==> config.mk <==
export PLATFORM = sky130hd
export DESIGN_NAME = fft_bitrev_reorder_flat
export DESIGN_NICKNAME = d
export VERILOG_FILES = /design/src/rtl/fft_bitrev_reorder_if.sv /design/src/rtl/fft_bitrev_reorder.sv /design/src/flat_wrapper.sv
export SDC_FILE = /design/constraint.sdc
export NUM_CORES = 2
export LEC_CHECK = 0
export CAP_MARGIN = 20
export CORE_MARGIN = 2
export CORE_UTILIZATION = 35
export CTS_CLUSTER_SIZE = 10
export DETAILED_ROUTE_END_ITERATION = 8
export PLACE_DENSITY = 0.58
export REMOVE_ABC_BUFFERS = 1
export SETUP_SLACK_MARGIN = 0.3
export SYNTH_ARGS = -nofsm -noshare
export SYNTH_HDL_FRONTEND = slang
export SYNTH_MEMORY_MAX_BITS = 65536
export SYNTH_SLANG_ARGS = --single-unit
export TNS_END_PERCENT = 50
==> constraint.sdc <==
create_clock -name clk -period 10.6 [get_ports clk]
set_clock_uncertainty 0.1 [all_clocks]
set_input_delay 1.06 -clock clk [delete_from_list [all_inputs] [get_ports clk]]
set_output_delay 1.06 -clock clk [all_outputs]
set_load 0.03 [all_outputs]
==> src/rtl/fft_bitrev_reorder_if.sv <==
// Stream bundle for the FFT output reorder unit: bit-reversed samples in, natural-order bins out.
interface fft_bitrev_reorder_if #(
  parameter int unsigned DATA_WIDTH = 18,
  parameter int unsigned ADDR_W     = 6
);
  logic                         in_valid;
  logic                         in_start;
  logic signed [DATA_WIDTH-1:0] serial_in_r;
  logic signed [DATA_WIDTH-1:0] serial_in_i;
  logic                         out_valid;
  logic                         out_first;
  logic        [ADDR_W-1:0]     out_index;
  logic signed [DATA_WIDTH-1:0] out_r;
  logic signed [DATA_WIDTH-1:0] out_i;

  // Producer side: the FFT pipeline feeding samples and observing the reordered stream.
  modport master (
    output in_valid, in_start, serial_in_r, serial_in_i,
    input  out_valid, out_first, out_index, out_r, out_i
  );

  // Reorder unit side.
  modport slave (
    input  in_valid, in_start, serial_in_r, serial_in_i,
    output out_valid, out_first, out_index, out_r, out_i
  );
endinterface

==> src/rtl/fft_bitrev_reorder.sv <==
// Ping-pong reorder buffer: writes each frame at bit-reversed addresses, reads it back linearly,
// so the serial bit-reversed FFT output leaves in natural bin order with no gaps between frames.
module fft_bitrev_reorder #(
  parameter int unsigned INTEGER_SIZE = 6,
  parameter int unsigned FRACT_SIZE   = 12,
  parameter int unsigned NFFT         = 64
) (
  input logic                 clk,
  input logic                 rst,
  fft_bitrev_reorder_if.slave bus
);
  localparam int unsigned DataWidth = INTEGER_SIZE + FRACT_SIZE;
  localparam int unsigned AddrW     = $clog2(NFFT);
  localparam logic [AddrW-1:0] LastIdx = AddrW'(NFFT - 1);

  typedef enum logic {StWIdle, StWFill} wstate_e;
  typedef enum logic {StRIdle, StRRun}  rstate_e;

  function automatic logic [AddrW-1:0] bitrev(input logic [AddrW-1:0] a);
    logic [AddrW-1:0] r;
    for (int b = 0; b < int'(AddrW); b++) begin
      r[b] = a[int'(AddrW) - 1 - b];
    end
    return r;
  endfunction

  // Two banks side by side; the bank select is the top address bit.
  logic [DataWidth-1:0] ram_r_q [2*NFFT];
  logic [DataWidth-1:0] ram_i_q [2*NFFT];

  wstate_e              wstate_q, wstate_d;
  logic [AddrW-1:0]     wcnt_q, wcnt_d;
  logic                 wbank_q, wbank_d;
  logic [1:0]           full_q, full_d;
  rstate_e              rstate_q, rstate_d;
  logic [AddrW-1:0]     rcnt_q, rcnt_d;
  logic                 rbank_q, rbank_d;

  logic                 out_valid_q, out_valid_d;
  logic                 out_first_q, out_first_d;
  logic [AddrW-1:0]     out_index_q, out_index_d;
  logic [DataWidth-1:0] out_r_q, out_r_d;
  logic [DataWidth-1:0] out_i_q, out_i_d;

  logic                 we;
  logic                 wr_done;
  logic [AddrW-1:0]     wptr;
  logic [AddrW:0]       waddr;
  logic [AddrW:0]       raddr;

  assign waddr = {wbank_q, bitrev(wptr)};
  assign raddr = {rbank_q, rcnt_q};

  // State register for both FSMs and the registered output stage.
  always_ff @(posedge clk) begin
    if (rst) begin
      wstate_q    <= StWIdle;
      wcnt_q      <= '0;
      wbank_q     <= 1'b0;
      full_q      <= '0;
      rstate_q    <= StRIdle;
      rcnt_q      <= '0;
      rbank_q     <= 1'b0;
      out_valid_q <= 1'b0;
      out_first_q <= 1'b0;
      out_index_q <= '0;
      out_r_q     <= '0;
      out_i_q     <= '0;
    end else begin
      wstate_q    <= wstate_d;
      wcnt_q      <= wcnt_d;
      wbank_q     <= wbank_d;
      full_q      <= full_d;
      rstate_q    <= rstate_d;
      rcnt_q      <= rcnt_d;
      rbank_q     <= rbank_d;
      out_valid_q <= out_valid_d;
      out_first_q <= out_first_d;
      out_index_q <= out_index_d;
      out_r_q     <= out_r_d;
      out_i_q     <= out_i_d;
    end
  end

  // Sample memory; contents are deliberately left alone by reset.
  always_ff @(posedge clk) begin
    if (we) begin
      ram_r_q[waddr] <= bus.serial_in_r;
      ram_i_q[waddr] <= bus.serial_in_i;
    end
  end

  // Write FSM next state: in_start always restarts the current bank at index 0.
  always_comb begin
    wstate_d = wstate_q;
    wcnt_d   = wcnt_q;
    wbank_d  = wbank_q;
    we       = 1'b0;
    wr_done  = 1'b0;
    wptr     = wcnt_q;
    if (bus.in_valid && (bus.in_start || (wstate_q == StWFill))) begin
      we       = 1'b1;
      wptr     = bus.in_start ? '0 : wcnt_q;
      wstate_d = StWFill;
      if (wptr == LastIdx) begin
        wr_done = 1'b1;
        wbank_d = ~wbank_q;
        wcnt_d  = '0;
      end else begin
        wcnt_d = wptr + AddrW'(1);
      end
    end
  end

  // Read FSM next state and bank-full bookkeeping; a bank finishing this cycle counts as full.
  always_comb begin
    rstate_d = rstate_q;
    rcnt_d   = rcnt_q;
    rbank_d  = rbank_q;
    full_d   = full_q;
    if (wr_done) begin
      full_d[wbank_q] = 1'b1;
    end
    unique case (rstate_q)
      StRIdle: begin
        if (full_d != 2'b00) begin
          rstate_d = StRRun;
          rcnt_d   = '0;
          rbank_d  = full_d[0] ? 1'b0 : 1'b1;
        end
      end
      StRRun: begin
        if (rcnt_q == LastIdx) begin
          full_d[rbank_q] = 1'b0;
          rcnt_d          = '0;
          if (full_d[~rbank_q]) begin
            rbank_d = ~rbank_q;
          end else begin
            rstate_d = StRIdle;
          end
        end else begin
          rcnt_d = rcnt_q + AddrW'(1);
        end
      end
      default: begin
        rstate_d = StRIdle;
      end
    endcase
  end

  // Output stage: one registered bin per running cycle, zeros otherwise.
  always_comb begin
    out_valid_d = 1'b0;
    out_index_d = '0;
    out_r_d     = '0;
    out_i_d     = '0;
    if (rstate_q == StRRun) begin
      out_valid_d = 1'b1;
      out_index_d = rcnt_q;
      out_r_d     = ram_r_q[raddr];
      out_i_d     = ram_i_q[raddr];
    end
    out_first_d = out_valid_d && (out_index_d == '0);
  end

  assign bus.out_valid = out_valid_q;
  assign bus.out_first = out_first_q;
  assign bus.out_index = out_index_q;
  assign bus.out_r     = out_r_q;
  assign bus.out_i     = out_i_q;
endmodule
==> src/flat_wrapper.sv <==
// flat-port wrapper written by rule: the top's interface ports become plain ports
module fft_bitrev_reorder_flat 
#(
  parameter int unsigned INTEGER_SIZE = 6,
  parameter int unsigned FRACT_SIZE   = 12,
  parameter int unsigned NFFT         = 64
)
  (clk, rst, bus_in_valid, bus_in_start, bus_serial_in_r, bus_serial_in_i, bus_out_valid, bus_out_first, bus_out_index, bus_out_r, bus_out_i);
  fft_bitrev_reorder_if bus_i ();
  input logic clk;
  input logic rst;
  input wire logic [$bits(bus_i.in_valid)-1:0] bus_in_valid;
  input wire logic [$bits(bus_i.in_start)-1:0] bus_in_start;
  input wire logic [$bits(bus_i.serial_in_r)-1:0] bus_serial_in_r;
  input wire logic [$bits(bus_i.serial_in_i)-1:0] bus_serial_in_i;
  output wire logic [$bits(bus_i.out_valid)-1:0] bus_out_valid;
  output wire logic [$bits(bus_i.out_first)-1:0] bus_out_first;
  output wire logic [$bits(bus_i.out_index)-1:0] bus_out_index;
  output wire logic [$bits(bus_i.out_r)-1:0] bus_out_r;
  output wire logic [$bits(bus_i.out_i)-1:0] bus_out_i;
  assign bus_i.in_valid = bus_in_valid;
  assign bus_i.in_start = bus_in_start;
  assign bus_i.serial_in_r = bus_serial_in_r;
  assign bus_i.serial_in_i = bus_serial_in_i;
  assign bus_out_valid = bus_i.out_valid;
  assign bus_out_first = bus_i.out_first;
  assign bus_out_index = bus_i.out_index;
  assign bus_out_r = bus_i.out_r;
  assign bus_out_i = bus_i.out_i;
  fft_bitrev_reorder #(.INTEGER_SIZE(INTEGER_SIZE), .FRACT_SIZE(FRACT_SIZE), .NFFT(NFFT)) u_core (.clk(clk), .rst(rst), .bus(bus_i));
endmodule
==> impl_metrics.yaml <==
run_status:
  status: "complete, but fails checks"
  failed_checks: "antenna violations"
routing:
  avgViaCountPerCell: 5.75
  wl_per_cell_microns: 33.2
  ant_nets: 1
  via_count: 92123
  drc: 0
  drtIter0Drc: 12359
  drt-total-wl_microns: 532000
  dr.pass1.iters: 6
sta:
  setup_ws_ns: 5.22
  relSlewSlack_pct: 13.8
  period_needed_ns: 5.38
  final_max_slew_viol_count: 0
  rsz0062_at_grt: "false"
  hold_viol: 0
  fmax_mhz: 186
  min_period_over_period_pct: 50.8
  worstMarginPinSlew_ns: 1.29
  setup_viol: 0
die:
  die_x_microns: 720
  design.core.area_sq_um: 510000
  dieHeight_microns: 720
  num_rows: 262
  initial_core_util_pct: 35.2
  num_io_pins: 84
  dieArea_sq_um: 518000
finish:
  layout-drive-gt1-share_pct: 20.8
  nets: 9140
  syn_to_final_growth_pct: 14.2
  final_core_utilization_pct: 40.2
  fin_cells: 16020
power_and_ir_drop:
  ir_drop_mv: 0.131
  p_leak_nw: 59.7
  p_total_mw: 37.3
  power.density_nw_per_um2: 182
worst_hold_path:
  min_path_type: "in2reg"
clock_network:
  cts_sinks: 4670
  ctsHoldBuffers: 0
  cts_buffer_depth: 4
  clkTransAtPathRegs_ns: 0.05
  cts_setup_buffers: 0
  post_cts_resized: 0
  numCtsBuffers: 543
  htree_num_levels: 6
  clk_latency_ns: 1.06
  root_buffer: "clkbuf_16"
  cts_tree: "built"
yosys:
  synth-main-ff-cell: "edfxtp_1"
  ys_ff_latch: 4670
  synth_cell_types: 65
  seq_area_frac_synth_pct: 77.9
  synth_enable_flop_cells: 4608
  synthCells: 8650
  yosys.area.top_type: "edfxtp_1"
  yosysWarningCount: 0
  synth_area_sq_um: 179000
  synth.area.top_cells: "edfxtp_1 (77%), mux4_2 (9.3%), mux2i_1 (5.4%)"
  synth-async-reset-ratio_pct: 0
  yosysMostFrequentCell: "edfxtp_1"
  synth_top_area_share_pct: 77.2
  yosys-top-cells-count: "edfxtp_1 (4608), mux2i_1 (972), mux4_2 (738)"
  avgSynthCellArea_sq_um: 20.7
critical_path:
  cp_slowest_cell: "dfxtp_4"
  path_cells: "buf_4 -> buf_4 -> mux4_2 -> nor2b_1 -> a211oi_1 -> nor3_1 -> a31oi_1 -> a31oi_1"
  r2r_setup_slack_ns: 5.22
  cp.required_ns: 11.36
  path_max_fanout: 44
  crit_arrival_ns: 6.14
  start_kind: "flop"
  path_buf_inv: 2
  slowest_delay_ns: 0.85
  critical-path-top-delay-family: "compound AO/OA/AOI/OAI gates"
  critical_path_class: "reg2reg"
  crit_path_end_kind: "flop"
grt:
  track_usage_pct: 19.9
  grt-ovfl-total: 0
  grt_pass1_wl_microns: 732000
  grt_max_degree: 125
  grt_pass1_vias: 91044
  grt_antenna_before_repair: 42
placement:
  gp_congestion: 0.904
  place_ws_ns: 5.10
  dp.cells: 15277
  dp_hpwl_microns: 303000
  portBuffers: 83
flow_run:
  drv_cap: 0
[per-layer routing]
metal	wire length, microns	vias up	global-route usage (%)
li1	-	36839	-
met1	213000	49492	27.4
met2	247000	4952	31.3
met3	50000	824	4.02
met4	21700	16	7.53
met5	84	-	0
[per-stage QoR]
step                hold slack [ns]  area, sq um   TNS, ns
CTS                           0.126       205000         0
finish                        0.194       205000         0
floorplan                     0.397       176000  -2418.51
global placement              0.427       189000         0
detailed placement            0.433       189000         0
global route                  0.185       205000         0
[flip-flops by register name, summed over array words and instances (netlist names)]
name	count
u_core.ram_i_q	2304
u_core.ram_r_q	2304
u_core.bus.out_i	18
u_core.bus.out_r	18
u_core.bus.out_index	6
u_core.rcnt_q	6
u_core.wcnt_q	6
u_core.full_q	2
u_core.bus.out_first	1
u_core.bus.out_valid	1
u_core.rbank_q	1
u_core.rstate_q	1
u_core.wbank_q	1
u_core.wstate_q	1
[where the power goes]
part	leakage, nW	switching [mW]	internal [mW]
sequential	41.9	0.00466	20.3
combinational	10.5	0.440	0.0504
clock	7.34	7.14	9.39
total	59.7	7.59	29.7
[final cells by class]
cell class | count | area (sq um)
Antenna cell | 21 | 52.6
Clock buffer | 648 | 14100
Clock inverter | 66 | 1070
Fill cell | 44404 | 305000
Inverter | 6 | 25.0
Multi-Input combinational cell | 3453 | 37800
Sequential cell | 4670 | 140000
Tap cell | 6732 | 8420
Timing Repair Buffer | 424 | 3650
[kinds of logic (layout without fill, tap and decap cells)]
group	Yosys count	after routing	share of synthesized area (%)
DFF	4670	4670	77.9
muxes	1716	1716	14.7
AOI/OAI and AO/OA	908	908	3.37
and+or+nand+nor	825	825	2.23
buffers and inverters	527	1144	1.77
adders and majority gates	2	2	0.0140
xor gates and xnor gates	2	2	0.00977
other	0	21	0
[placed cells by master (no fill, tap or decap), drive strengths merged, types with 14 or more instances in the layout]
cell           count
nand4             40
o221ai            32
a22oi            200
and2              16
buf              374
clkbuf           651
nand2             90
o21ai             73
nand3            237
a211oi           100
edfxtp          4608
o22ai            261
dfxtp             62
a31oi             48
nor2b             54
diode             21
mux2i            972
nor2             193
clkdlybuf4s50     47
nor3             154
a21oi            128
inv               31
mux4             738
o32ai             14
clkinv            40
[path summary, 6_finish.rpt]
path,startpoint,end,cells past startpoint
setup / recovery,u_core.rcnt_q[0]$_SDFFE_PP0P_,u_core.bus.out_i[15]$_SDFF_PP0_,8
hold / removal,bus_serial_in_r[2],u_core.ram_r_q[112][2]$_DFFE_PP_,1
setup reg to reg,u_core.rcnt_q[0]$_SDFFE_PP0P_,u_core.bus.out_i[15]$_SDFF_PP0_,8
hold reg to reg,u_core.wstate_q$_SDFFE_PP0P_,u_core.wstate_q$_SDFFE_PP0P_,2
No activity file was read; power rests on OpenSTA's default activity.
